### src/rtl/wb_stage.sv
// wb_stage: write-back result select, HI/LO ownership, registered bypass copy and retire counter
module wb_stage #(
  parameter int DATA_W = 32,
  parameter int RA_IDX = 31,
  parameter int CNT_W  = 32
) (
  input  logic                  clk,
  input  logic                  rst_n,
  input  logic                  validW,
  input  logic                  multu_enW,
  input  logic [1:0]            mf_selW,
  input  logic                  io_selW,
  input  logic                  dm2regW,
  input  logic                  jal_selW,
  input  logic                  we_regW,
  input  logic [DATA_W-1:0]     pc_plus_4W,
  input  logic [2*DATA_W-1:0]   alu_outW,
  input  logic [DATA_W-1:0]     rd_dmW,
  input  logic [DATA_W-1:0]     super_yW,
  input  logic [4:0]            rf_waW,
  output logic                  rf_we,
  output logic [4:0]            rf_wa,
  output logic [DATA_W-1:0]     rf_wd,
  output logic [DATA_W-1:0]     hi_q,
  output logic [DATA_W-1:0]     lo_q,
  output logic                  fwd_we,
  output logic [4:0]            fwd_wa,
  output logic [DATA_W-1:0]     fwd_wd,
  output logic [CNT_W-1:0]      instret
);
  logic              mul_upd;
  logic [DATA_W-1:0] hi_d, lo_d;
  logic [CNT_W-1:0]  instret_d;

  always_comb begin
    mul_upd   = validW & multu_enW;
    rf_wa     = jal_selW ? 5'(RA_IDX) : rf_waW;
    rf_wd     = jal_selW            ? pc_plus_4W :
                (mf_selW == 2'b10)  ? hi_q       :
                (mf_selW == 2'b01)  ? lo_q       :
                io_selW             ? super_yW   :
                dm2regW             ? rd_dmW     : alu_outW[DATA_W-1:0];
    // rst_n gates the write so nothing lands in the register file during reset
    rf_we     = validW & we_regW & (rf_wa != 5'd0) & rst_n;
    hi_d      = mul_upd ? alu_outW[2*DATA_W-1:DATA_W] : hi_q;
    lo_d      = mul_upd ? alu_outW[DATA_W-1:0] : lo_q;
    instret_d = instret + CNT_W'(validW);
  end

  always_ff @(posedge clk or negedge rst_n) begin
    if (!rst_n) begin
      hi_q    <= '0;
      lo_q    <= '0;
      fwd_we  <= 1'b0;
      fwd_wa  <= '0;
      fwd_wd  <= '0;
      instret <= '0;
    end else begin
      hi_q    <= hi_d;
      lo_q    <= lo_d;
      fwd_we  <= rf_we;
      fwd_wa  <= rf_wa;
      fwd_wd  <= rf_wd;
      instret <= instret_d;
    end
  end
endmodule

### config.mk
export PLATFORM = sky130hd
export DESIGN_NAME = wb_stage
export DESIGN_NICKNAME = d
export VERILOG_FILES = /design/src/rtl/wb_stage.sv
export SDC_FILE = /design/constraint.sdc
export NUM_CORES = 1
export LEC_CHECK = 0
export ABC_AREA = 1
export CAP_MARGIN = 10
export CORE_ASPECT_RATIO = 0.6
export CORE_MARGIN = 2
export CORE_UTILIZATION = 26
export DETAILED_ROUTE_END_ITERATION = 16
export HOLD_SLACK_MARGIN = 0.12
export PLACE_DENSITY_LB_ADDON = 0.3
export SLEW_MARGIN = 20
export SYNTH_ARGS = -nofsm -noshare
export SYNTH_HDL_FRONTEND = slang
export SYNTH_SLANG_ARGS = --single-unit
### constraint.sdc
create_clock -name clk -period 1.6 [get_ports clk]
set_input_delay 0.32 -clock clk [delete_from_list [all_inputs] [get_ports clk]]
set_output_delay 0.32 -clock clk [all_outputs]
set_load 0.03 [all_outputs]
==> metrics <==
CTS tree done; Post-synth ARST share 1.00; register area 3360 um^2; wire length per cell 20.6 um; simple-gate area share of the yosys netlist 0.331; area leader, netlist dfrtp_1; WP data required 1.28 ns; worst clock skew 0.0102 ns; post-route ant nets 0; global-route wire length before repair 47,700 um; Skew-Pair Late Insertion Delay 0.44 ns; Worst slew margin 0.491; Area contributors post-synth dfrtp_1 (48%), nand2_1 (13%), mux2_2 (10%); internal power 8.35 mW; cell mode on critical path buf_6; IO Count 347; post-route minimum period 1.78 ns; RSZ-0062 raised after global routing true; Syn-to-layout area delta 93.9%; GR Util All Layers 0.232; Synthesis Warnings 0; GR Overflow Total 0; Fmax 563 MHz; Mapped Nets 964; drt drc 0; Pre-antenna DRT Iters 5; fin area 13,500 um^2; DR iter-0 viols 503; largest net degree at the start of global routing 135; Setup Crit Path Kind in -> out; Hold Fails Final Rpt 0; CP delay by family, top buffers and inverters; violated checks setup timing; Worst-Margin Slew 0.764 ns; CP max FO 8; crit-path max cell delay 0.23 ns; worst path bufs/invs 6; layout cells sized above 1 0.391; routed vias 7,541; fin nets 1,422; Synth Instances 786; Starting Density 0.264; CP Cell Sequence buf_6, inv_4, nor2_4, inv_6, buf_12, buf_16, or2_1, nand3_2, nand2_2, buf_6; Leakage 6.47 nW; register area share after synthesis 0.482; die height 131 um; share of the synthesized netlist area taken by xor and xnor gates 0.0315; port bufs 346; post-route setup slack -0.177 ns; Via density 4.65; post-synthesis mux area share 0.104; CTS root buf clkbuf_16; Clk network pwr share 0.320; CP Capture Type output pin; core area 26,400 um^2; Die Wd 215 um; synthesized area per cell 8.85 um^2; initial antenna violation count 5; total CTS buffers 17; crit start category primary input; cell with the most instances after synthesis nand2_1; dpl cells 1,514; top cells by count, synth nand2_1 (233), dfrtp_1 (134), nand3_1 (129); Peak VDD IR 0.732 mV; period utilization 1.11; Num Clock Sinks 134; Die Area 28,100 um^2; Adder-Cell Fraction of Synth Area 0.00539; final setup fails 33; Max Slew Vio Count 0; EDFF count, synth 0; placed cell area 11,200 um^2; largest family of logic cells by synthesized area simple AND/OR/NAND/NOR gates; Seq pwr share 0.325; logic gate share of total power 0.355; slowest CP cell or2_1; Cell variety after synth 26; Clock Path Buffers 2; total power 12.8 mW; H-tree levels 4; Synth top area share 0.482; vias in the first global route 7,448; Sw Ratio 0.348; status finished with violations; NetSw 4.45 mW; post-synthesis register bit count 134; MaxCap Viol Count 0; hold_ws 0.131 ns; final cell count without fillers 1,621; HP Class in -> reg; Rows 46; WL final 33,300 um; Multi-input gate area 3950 um^2; CTS clock-pin slew for the worst setup and hold paths 0.06 ns; Setup Total Neg Slack -3.18 ns; Compound-Gate Fraction of Synth Area 0; top_reg_cell synth dfrtp_1; power per cell area 949 nW/um^2; crit path DAT 1.46 ns; Fillers 2,452; dpl hpwl 22,200 um; Netlist Area Pre-Place 6960 um^2; gp weighted congestion 0.911
==> area by class of cell <==
type	instances	area share
Antenna cell	4	0.000742
Clock buffer	21	0.0356
Clock inverter	11	0.00900
Inverter	24	0.00964
Multi-Input combinational cell	590	0.293
Sequential cell	134	0.249
Tap cell	360	0.0334
Timing Repair Buffer	477	0.370
==> per-layer routing <==
metal  up-vias  GRT usage  routed length [um]
li1       3495          -                   -
met1      3683      0.321               15300
met2       325      0.347               14800
met3        38     0.0731                2690
met4         0     0.0714                 589
met5         -          0                   0
==> cell families after synthesis <==
logic type,after synthesis
simple gates,498
mux,64
buf+inv,62
flops,134
xor+xnor,25
fa+ha+maj,3
==> per-stage QoR <==
step / utilization / setup slack, ns
after global placement: 0.425 / -0.655
after CTS: 0.500 / -0.208
after global routing: 0.512 / -0.218
after floorplan: - / 0.0136
after detailed placement: 0.425 / -0.629
final: 0.512 / -0.177
==> final timing paths <==
path,from,endpoint,slack [ns],cells past startpoint
setup / recovery,mf_selW[1],rf_wd[8],-0.18,10
hold / removal,rf_waW[0],fwd_wa[0],0.13,3
setup reg to reg,hi_q[23],fwd_wd[23],0.02,9
hold reg to reg,instret[31],instret[31],0.49,2
max in group asynchronous,rst_n,hi_q[16],0.38,3
min in group asynchronous,rst_n,fwd_wd[7],0.65,3
==> registers in the layout, indices dropped and copies added (netlist names) <==
register and count:
fwd_wd 32, hi_q 32, fwd_wa 5, lo_q 32, fwd_we 1, instret 32
==> what timing repair did <==
item	4_1_cts	5_1_grt
endpoints found under the setup margin	162	81
resized for setup	447	143
endpoints found under the hold margin	134	0
hold buffers	1	0
setup buffers	41	21
pin swaps	114	91
cloned	15	1
==> placed cells by master, fill, tap and decap left out, types with 4 or more instances in the layout <==
master	netlist	layout
nand2_1	233	193
dfrtp_1	134	131
dlygate4sd2_1	0	111
clkdlybuf4s50_1	0	90
buf_4	1	88
nand3_2	2	83
mux2_2	64	64
buf_6	9	54
or2_1	45	48
nand2_2	6	43
nand3_1	129	42
nor2_1	37	35
dlymetal6s2s_1	0	31
buf_12	0	25
clkdlybuf4s15_1	0	24
clkbuf_2	0	19
clkbuf_16	0	18
inv_1	20	16
clkdlybuf4s15_2	0	16
xor2_1	13	13
xnor2_1	12	12
buf_16	0	12
nor2_2	13	11
or2_4	0	9
or2_0	11	7
nand3b_1	6	6
nor2_4	2	6
nand3_4	0	6
diode_2	0	4
clkbuf_8	0	4
clkinv_2	0	4
==> worst reg2reg max path, delay by kind of cell, from the launching register on <==
kind          cells  cell delay (ns)
simple gates      3             0.40
buf+inv           6             0.64
flops             1             0.42
==> power by group through the flow <==
stage | sequential (mW) | combinational [mW] | clock, mW
after floorplan | 5.00 | 1.08 | 0
after global placement | 4.22 | 4.04 | 0
after detailed placement | 4.23 | 4.05 | 0
after CTS | 4.17 | 4.39 | 4.18
after global routing | 4.22 | 4.79 | 4.33
final | 4.17 | 4.54 | 4.10
Note: power is estimated with default switching activity, not from simulation.
